--- config.mk ---
export PLATFORM = sky130hd
export DESIGN_NAME = axi_arbiter_rr
export DESIGN_NICKNAME = d
export VERILOG_FILES = /design/src/rtl/axi_arb_pkg.sv /design/src/rtl/axi_arb_rr_pick.sv /design/src/rtl/axi_arbiter_rr.sv
export SDC_FILE = /design/constraint.sdc
export NUM_CORES = 1
export LEC_CHECK = 0
export CORE_MARGIN = 3
export CORE_UTILIZATION = 54
export CTS_CLUSTER_SIZE = 8
export DETAILED_ROUTE_END_ITERATION = 10
export DONT_BUFFER_PORTS = 1
export PLACE_DENSITY = 0.72
export REMOVE_ABC_BUFFERS = 1
export SLEW_MARGIN = 20
export SYNTH_ARGS = -nofsm -noshare
export SYNTH_HDL_FRONTEND = slang
export SYNTH_SLANG_ARGS = --single-unit
--- constraint.sdc ---
create_clock -name ACLK -period 1.7 [get_ports ACLK]
set_clock_uncertainty 0.1 [all_clocks]
set_input_delay 0.34 -clock ACLK [delete_from_list [all_inputs] [get_ports ACLK]]
set_output_delay 0.34 -clock ACLK [all_outputs]
set_load 0.01 [all_outputs]
--- src/rtl/axi_arb_pkg.sv ---
// -----------------------------------------------------------------------------
// axi_arb_pkg
// Shared types and constants for the round-robin AXI channel arbiter.
//   NUM_M_MAX    : largest supported master count
//   grant_vec_t  : grant / request vector sized for NUM_M_MAX masters
//   w_state_t    : write-channel FSM states
//   r_state_t    : read-channel FSM states
//   onehot_of()  : index -> one-hot grant vector helper
// -----------------------------------------------------------------------------
package axi_arb_pkg;

    localparam int NUM_M_MAX = 8;

    typedef logic [NUM_M_MAX-1:0] grant_vec_t;

    typedef enum logic [1:0] {
        W_IDLE = 2'd0,
        W_ADDR = 2'd1,
        W_DATA = 2'd2,
        W_RESP = 2'd3
    } w_state_t;

    typedef enum logic [1:0] {
        R_IDLE = 2'd0,
        R_ADDR = 2'd1,
        R_DATA = 2'd2
    } r_state_t;

    // One-hot vector with bit 'idx' set; callers narrow it to NUM_M bits.
    function automatic grant_vec_t onehot_of(input logic [$clog2(NUM_M_MAX)-1:0] idx);
        return grant_vec_t'(1) << idx;
    endfunction

endpackage

--- src/rtl/axi_arb_rr_pick.sv ---
// -----------------------------------------------------------------------------
// axi_arb_rr_pick
// Combinational round-robin selector. Searches the request vector starting at
// (ptr+1) mod NUM_M and wrapping upward; the first set bit wins.
// Ports:
//   req         [NUM_M-1:0]  request bits, bit i = master i
//   ptr         [IDX-1:0]    index of the most recently granted master
//   pick_onehot [NUM_M-1:0]  one-hot winner, zero when no request
//   pick_idx    [IDX-1:0]    binary index of the winner (0 when none)
//   pick_valid               at least one request present
// -----------------------------------------------------------------------------
module axi_arb_rr_pick
    import axi_arb_pkg::*;
#(
    parameter int NUM_M = 4
) (
    input  logic [NUM_M-1:0]         req,
    input  logic [$clog2(NUM_M)-1:0] ptr,
    output logic [NUM_M-1:0]         pick_onehot,
    output logic [$clog2(NUM_M)-1:0] pick_idx,
    output logic                     pick_valid
);

    localparam int IDX_W = $clog2(NUM_M);

    // cand_idx[k] is the master examined at search position k (k=0 first).
    logic [IDX_W-1:0] cand_idx [NUM_M];

    generate
        for (genvar gi = 0; gi < NUM_M; gi++) begin : g_cand
            assign cand_idx[gi] = IDX_W'((int'(ptr) + gi + 1) % NUM_M);
        end
    endgenerate

    always_comb begin
        pick_valid = 1'b0;
        pick_idx   = '0;
        // Walk from the farthest candidate toward the nearest so that the
        // nearest requester after ptr is the final (winning) assignment.
        for (int k = NUM_M - 1; k >= 0; k--) begin
            if (req[cand_idx[k]]) begin
                pick_valid = 1'b1;
                pick_idx   = cand_idx[k];
            end
        end
        pick_onehot = pick_valid
                    ? NUM_M'(onehot_of($clog2(NUM_M_MAX)'(pick_idx)))
                    : '0;
    end

endmodule

--- src/rtl/axi_arbiter_rr.sv ---
// -----------------------------------------------------------------------------
// axi_arbiter_rr
// Round-robin arbiter for a shared AXI bus with independent write and read
// arbitration. Each channel runs its own FSM and pointer; a grant is taken in
// IDLE, held constant for the whole transaction and dropped the cycle after
// the final handshake, which guarantees one IDLE cycle between transactions.
//
// Parameters:
//   NUM_M    number of masters (2..8)
//   TIMEOUT  watchdog limit in cycles (16..65535), only with AXI_ARB_TIMEOUT_EN
//
// Build option:
//   `define AXI_ARB_TIMEOUT_EN  adds a per-channel watchdog that aborts a
//                               transaction still open TIMEOUT cycles after
//                               grant and pulses wr_timeout / rd_timeout.
//                               Undefined: no counters, timeout outputs are 0.
//
// Ports:
//   ACLK, ARESET                   clock, synchronous active-high reset
//   m_AWVALID/m_WVALID/m_WLAST/
//   m_BREADY/m_ARVALID [NUM_M]     per-master request / handshake bits
//   s_AWREADY/s_WREADY/s_BVALID/
//   s_ARREADY/s_RVALID/s_RLAST/
//   s_RREADY                       muxed shared-bus handshake bits
//   wgrnt, rgrnt [NUM_M]           registered one-hot (or zero) grants
//   wr_busy, rd_busy               channel FSM not IDLE
//   wr_timeout, rd_timeout         one-cycle watchdog abort pulse
// -----------------------------------------------------------------------------
module axi_arbiter_rr
    import axi_arb_pkg::*;
#(
    parameter int NUM_M   = 4,
    parameter int TIMEOUT = 256
) (
    input  logic             ACLK,
    input  logic             ARESET,
    input  logic [NUM_M-1:0] m_AWVALID,
    input  logic [NUM_M-1:0] m_WVALID,
    input  logic [NUM_M-1:0] m_WLAST,
    input  logic [NUM_M-1:0] m_BREADY,
    input  logic [NUM_M-1:0] m_ARVALID,
    input  logic             s_AWREADY,
    input  logic             s_WREADY,
    input  logic             s_BVALID,
    input  logic             s_ARREADY,
    input  logic             s_RVALID,
    input  logic             s_RLAST,
    input  logic             s_RREADY,
    output logic [NUM_M-1:0] wgrnt,
    output logic [NUM_M-1:0] rgrnt,
    output logic             wr_busy,
    output logic             rd_busy,
    output logic             wr_timeout,
    output logic             rd_timeout
);

    localparam int               IDX_W     = $clog2(NUM_M);
    // Pointer resets to the last master so that master 0 wins first.
    localparam logic [IDX_W-1:0] PTR_RESET = IDX_W'(NUM_M - 1);

    // Elaboration-time guard on the parameter ranges.
    if (NUM_M < 2 || NUM_M > NUM_M_MAX) begin : g_bad_num_m
        $error("axi_arbiter_rr: NUM_M must be in 2..%0d", NUM_M_MAX);
    end
    if (TIMEOUT < 16 || TIMEOUT > 65535) begin : g_bad_timeout
        $error("axi_arbiter_rr: TIMEOUT must be in 16..65535");
    end

    // -------------------------------------------------------------------------
    // Channel state
    // -------------------------------------------------------------------------
    w_state_t         w_state_q, w_state_d;
    r_state_t         r_state_q, r_state_d;
    logic [NUM_M-1:0] wgrnt_q, wgrnt_d;
    logic [NUM_M-1:0] rgrnt_q, rgrnt_d;
    logic [IDX_W-1:0] wptr_q, wptr_d;
    logic [IDX_W-1:0] rptr_q, rptr_d;

    // Final handshake seen this cycle / watchdog expiring this cycle.
    logic w_done, r_done;
    logic w_expire, r_expire;

    // -------------------------------------------------------------------------
    // Round-robin selectors, one per channel
    // -------------------------------------------------------------------------
    logic [NUM_M-1:0] w_pick_onehot, r_pick_onehot;
    logic [IDX_W-1:0] w_pick_idx, r_pick_idx;
    logic             w_pick_valid, r_pick_valid;

    axi_arb_rr_pick #(.NUM_M(NUM_M)) u_w_pick (
        .req         (m_AWVALID),
        .ptr         (wptr_q),
        .pick_onehot (w_pick_onehot),
        .pick_idx    (w_pick_idx),
        .pick_valid  (w_pick_valid)
    );

    axi_arb_rr_pick #(.NUM_M(NUM_M)) u_r_pick (
        .req         (m_ARVALID),
        .ptr         (rptr_q),
        .pick_onehot (r_pick_onehot),
        .pick_idx    (r_pick_idx),
        .pick_valid  (r_pick_valid)
    );

    // -------------------------------------------------------------------------
    // Write FSM. Master-side bits are always masked with the held grant so
    // that non-granted masters cannot advance the channel.
    // -------------------------------------------------------------------------
    always_comb begin
        w_state_d = w_state_q;
        wgrnt_d   = wgrnt_q;
        wptr_d    = wptr_q;
        w_done    = 1'b0;
        case (w_state_q)
            W_IDLE: begin
                if (w_pick_valid) begin
                    w_state_d = W_ADDR;
                    wgrnt_d   = w_pick_onehot;
                    wptr_d    = w_pick_idx;
                end
            end
            W_ADDR: begin
                if (|(m_AWVALID & wgrnt_q) && s_AWREADY) begin
                    w_state_d = W_DATA;
                end
            end
            W_DATA: begin
                // WLAST only counts here, so a WLAST riding on the AW
                // handshake cycle is ignored.
                if (|(m_WVALID & m_WLAST & wgrnt_q) && s_WREADY) begin
                    w_state_d = W_RESP;
                end
            end
            W_RESP: begin
                if (s_BVALID && |(m_BREADY & wgrnt_q)) begin
                    w_done = 1'b1;
                end
            end
            default: w_state_d = W_IDLE;
        endcase
        if (w_done || w_expire) begin
            w_state_d = W_IDLE;
            wgrnt_d   = '0;
        end
    end

    // -------------------------------------------------------------------------
    // Read FSM. The R channel is already muxed, so completion needs no mask.
    // -------------------------------------------------------------------------
    always_comb begin
        r_state_d = r_state_q;
        rgrnt_d   = rgrnt_q;
        rptr_d    = rptr_q;
        r_done    = 1'b0;
        case (r_state_q)
            R_IDLE: begin
                if (r_pick_valid) begin
                    r_state_d = R_ADDR;
                    rgrnt_d   = r_pick_onehot;
                    rptr_d    = r_pick_idx;
                end
            end
            R_ADDR: begin
                if (|(m_ARVALID & rgrnt_q) && s_ARREADY) begin
                    r_state_d = R_DATA;
                end
            end
            R_DATA: begin
                if (s_RVALID && s_RREADY && s_RLAST) begin
                    r_done = 1'b1;
                end
            end
            default: r_state_d = R_IDLE;
        endcase
        if (r_done || r_expire) begin
            r_state_d = R_IDLE;
            rgrnt_d   = '0;
        end
    end

    always_ff @(posedge ACLK) begin
        if (ARESET) begin
            w_state_q <= W_IDLE;
            r_state_q <= R_IDLE;
            wgrnt_q   <= '0;
            rgrnt_q   <= '0;
            wptr_q    <= PTR_RESET;
            rptr_q    <= PTR_RESET;
        end else begin
            w_state_q <= w_state_d;
            r_state_q <= r_state_d;
            wgrnt_q   <= wgrnt_d;
            rgrnt_q   <= rgrnt_d;
            wptr_q    <= wptr_d;
            rptr_q    <= rptr_d;
        end
    end

    // -------------------------------------------------------------------------
    // Watchdog
    // -------------------------------------------------------------------------
`ifdef AXI_ARB_TIMEOUT_EN
    localparam int                WDOG_W    = 16;
    localparam logic [WDOG_W-1:0] WDOG_LAST = WDOG_W'(TIMEOUT - 1);

    logic [WDOG_W-1:0] wcnt_q, wcnt_d;
    logic [WDOG_W-1:0] rcnt_q, rcnt_d;
    logic              wr_timeout_q, wr_timeout_d;
    logic              rd_timeout_q, rd_timeout_d;

    // Counters sit at zero in IDLE, so the first granted cycle counts 0 and
    // expiry lands TIMEOUT cycles after the grant appears. A completion in
    // the expiry cycle wins and suppresses the pulse.
    always_comb begin
        wcnt_d       = (w_state_q == W_IDLE) ? '0 : wcnt_q + WDOG_W'(1);
        rcnt_d       = (r_state_q == R_IDLE) ? '0 : rcnt_q + WDOG_W'(1);
        w_expire     = (w_state_q != W_IDLE) && (wcnt_q == WDOG_LAST);
        r_expire     = (r_state_q != R_IDLE) && (rcnt_q == WDOG_LAST);
        wr_timeout_d = w_expire && !w_done;
        rd_timeout_d = r_expire && !r_done;
    end

    always_ff @(posedge ACLK) begin
        if (ARESET) begin
            wcnt_q       <= '0;
            rcnt_q       <= '0;
            wr_timeout_q <= 1'b0;
            rd_timeout_q <= 1'b0;
        end else begin
            wcnt_q       <= wcnt_d;
            rcnt_q       <= rcnt_d;
            wr_timeout_q <= wr_timeout_d;
            rd_timeout_q <= rd_timeout_d;
        end
    end

    assign wr_timeout = wr_timeout_q;
    assign rd_timeout = rd_timeout_q;
`else
    assign w_expire   = 1'b0;
    assign r_expire   = 1'b0;
    assign wr_timeout = 1'b0;
    assign rd_timeout = 1'b0;
`endif

    // -------------------------------------------------------------------------
    // Outputs
    // -------------------------------------------------------------------------
    assign wgrnt   = wgrnt_q;
    assign rgrnt   = rgrnt_q;
    assign wr_busy = (w_state_q != W_IDLE);
    assign rd_busy = (r_state_q != R_IDLE);

endmodule

==> qor.csv <==
stage,metric,value,unit
power,Max rail drop VDD,0.8212,mV
route,post-DR wirelength/cell,14.95,microns
place,placed instance count,154,
synth,Post-synth EDFFs,0,
worst_hold_path,Hold Crit Class,input pin to register,
synth,number of synthesized register bits,16,
synth,proportion of synthesized flip-flops having asynchronous set or reset,0,
global_route,residual overflow from global routing,0,
setup_path,highest-delay cell along the critical path,sky130_fd_sc_hd__or4b_1,
clock_network,clock tree root driver cell,sky130_fd_sc_hd__clkbuf_4,
sta,"Period Utilization, post-route",0.9632,
floorplanning,Die X-Extent,48.57,microns
floorplanning,core area,1612,sq um
setup_path,kind of capture point of the worst setup path,register,
setup_path,top fanout value on the critical path,3,
synth,top cell type's share of synthesized area,0.3274,
final_layout,"leading cell type in the layout, fill and taps excluded",sky130_fd_sc_hd__nand2_1,
final_layout,number of filler instances in the final layout,158,
sta,TNS Setup,0,ns
power,Static Leakage,0.4543,nW
route,via density per instance,6.006,
power,share of power burned in the clock network,0.144,
synth,sequential-to-total area share from yosys stat,0.3274,
sta,actual slew at the worst max-slew pin,0.5107,ns
global_route,wire length of the first global-routing pass,3.877,mm
setup_path,endpoint required time on the critical path,1.82,ns
synth,post-synthesis area per instance,8.020,sq um
route,violation count after the first detailed-route iteration,18,
final_layout,filler-free cell count of the finished design,157,
synth,most used flip-flop cell after synthesis,sky130_fd_sc_hd__dfxtp_1,
setup_path,CP cell instances,"nand2b_1, a21oi_1, a211oi_2, or4b_1, a21oi_2",
final_layout,Reg area,324.1,sq um
global_route,pin count of the biggest net entering global routing,10,
route,sum of routed wire segments on met1,1.059,mm
synth,Syn. warnings,0,
route,uppermost metal layer occupied by signal nets,met4,
place,port buffer count,0,
global_route,via count of the first global-routing pass,864,
setup_path,delay of the slowest cell on the worst path,0.49,ns
clock_network,"Clk Latency, worst-skew pair",0.28,ns
synth,Mapped Area,978.4,sq um
outcome,result of the run,"finished, final reports clean",
setup_path,Top delay family on crit path,simple AND/OR/NAND/NOR gates,
route,antenna violation net count after detailed routing,0,
final_layout,Antenna Cells,0,
synth,cell type with the largest total area after synthesis,sky130_fd_sc_hd__dfxtp_1,
sta,max frequency,610.7,MHz
setup_path,count of buffer and inverter cells on the critical path,0,
clock_network,clock tree from TritonCTS,yes,
synth,count of cell types in the netlist,40,
floorplanning,floorplan row count,14,
power,Power per Cell Area,1214,nW/um^2
sta,final hold violation count,0,
place,routability-driven placement congestion ratio,0.7815,
floorplanning,y dimension of the die,48.57,microns
final_layout,share of layout cells above drive strength 1,0.1654,
synth,gate count after technology mapping,122,
route,amount of wire on met2 after detailed routing,1.172,mm
final_layout,Total Nets Final,169,
sta,Period minus WS final,1.637,ns
sta,setup violators final,0,
clock_network,clock transition at the registers of the reported paths,0.09,ns
place,DPL Wire Length,1.933,mm
power,Final Total Pwr,1.347,mW
global_route,Total Routing Usage GR,0.2034,
route,overall via count from detail_route,943,
final_layout,"commonest non-fill, non-tap cells in the layout","sky130_fd_sc_hd__nand2_1 (16), sky130_fd_sc_hd__dfxtp_1 (13), sky130_fd_sc_hd__a21oi_1 (12)",
final_layout,relative area change from synthesis to final layout,13.43,%
clock_network,number of clock sinks seen by CTS,16,
power,internal power component,829.5,uW
synth,main area contributors after synthesis,"sky130_fd_sc_hd__dfxtp_1 (33%), sky130_fd_sc_hd__a21oi_1 (7.2%), sky130_fd_sc_hd__ha_1 (6.4%)",
power,total net switching power,517.7,uW
clock_network,number of buffers on the longest clock path,2,
route,DRC errors left,0,
route,final wirelength,2.347,mm
power,Seq pwr share,0.424,
route,DRT Pass-1 Iters,4,
setup_path,Setup crit start kind,register,
clock_network,number of CTS-inserted buffers,3,
final_layout,final core area utilization,0.6887,
clock_network,CTS H-Tree Depth,1,
sta,Max-Slew Margin vs Limit,0.6589,
final_layout,combined area of the multi-input logic cells,624.3,sq um
route,routed wire length on met3,105,microns
job,max-capacitance violation count,0,
sta,final number of max-transition violations,0,
floorplanning,number of ports placed on the die boundary,41,
setup_path,classification of the worst setup path,register to register,
floorplanning,effective utilization at floorplan,0.6071,
floorplanning,Total Die Area,2359,sq um
setup_path,worst endpoint data arrival time,1.76,ns
global_route,initial antenna violation count,0,
power,Net Sw Frac,0.3843,
power,Comb pwr share,0.432,
area by class of cell:
class                           count  area share
Inverter                            7     0.02368
Tap cell                           24     0.02706
Timing Repair Buffer               11     0.07441
Multi-Input combinational cell     96      0.5626
Clock buffer                        3     0.02029
Sequential cell                    16      0.2920
kinds of logic (layout without fill, tap and decap cells):
family	after synthesis	after routing	share of synthesized area
other	1	2	0.003833
multiplexers	1	1	0.01023
AND/OR/NAND/NOR	44	44	0.2276
AO/OA/AOI/OAI	43	43	0.3031
adder cells (fa/ha/maj)	5	5	0.06394
buffers and inverters	11	21	0.05499
flip-flops	16	16	0.3274
XOR/XNOR	1	1	0.008953
layer usage:
layer,up-vias,global-route usage
met1,454,0.2571
li1,471,-
met4,0,0.02844
met3,2,0.05521
met5,-,0
met2,16,0.3532
metrics by stage:
stage / worst slack (ns) / hold slack [ns] / area [sq um]
final: 0.06261 / 0.04592 / 1110
after floorplan: 0.07560 / 0.3344 / 954.7
after global placement: 0.09830 / 0.3353 / 1067
after detailed placement: 0.04024 / 0.3395 / 1067
after CTS: 0.01882 / 0.04235 / 1090
after global routing: -0.01209 / 0.03688 / 1110
path summary, 6_finish.rpt:
kind	startpoint	to	slack (ns)	cells after the start
setup / recovery	rptr_q[0]$_SDFFE_PP1P_	rgrnt[2]$_SDFFE_PP0P_	0.06	5
hold / removal	ARESET	wptr_q[1]$_SDFFE_PP1P_	0.05	1
setup reg to reg	rptr_q[0]$_SDFFE_PP1P_	rgrnt[2]$_SDFFE_PP0P_	0.06	5
hold reg to reg	w_state_q[1]$_SDFFE_PP0P_	w_state_q[1]$_SDFFE_PP0P_	0.39	2
power by group through the flow:
stage	clock network [mW]	registers [mW]	logic (mW)
after global routing	0.218	0.585	0.640
after floorplan	0	0.558	0.379
after CTS	0.198	0.564	0.561
after global placement	0	0.566	0.535
final	0.194	0.571	0.581
after detailed placement	0	0.573	0.559
cells in the mapped netlist, drive strengths merged, types with 2 or more instances:
library cell / count
a22o: 2
nand3: 4
nand2b: 6
a21oi: 14
or3: 2
nand3b: 2
a22oi: 4
nor3: 2
nand2: 16
o22ai: 2
ha: 5
nor2: 6
nand4: 2
dfxtp: 16
a211o: 3
inv: 7
o21ai: 4
a211oi: 3
buf: 4
flip-flops by register name (all words and copies together), names as in the netlist:
signal	count
r_state_q	2
rgrnt	4
rptr_q	2
w_state_q	2
wgrnt	4
wptr_q	2
what timing repair did:
item / CTS / global route
gates resized for setup: 0 / 7
endpoints found under the hold margin: 0 / 0
hold buffers: 0 / 0
buffers inserted: 0 / 0
endpoints found under the setup margin: 0 / 5
No activity file was read; power rests on OpenSTA's default activity.
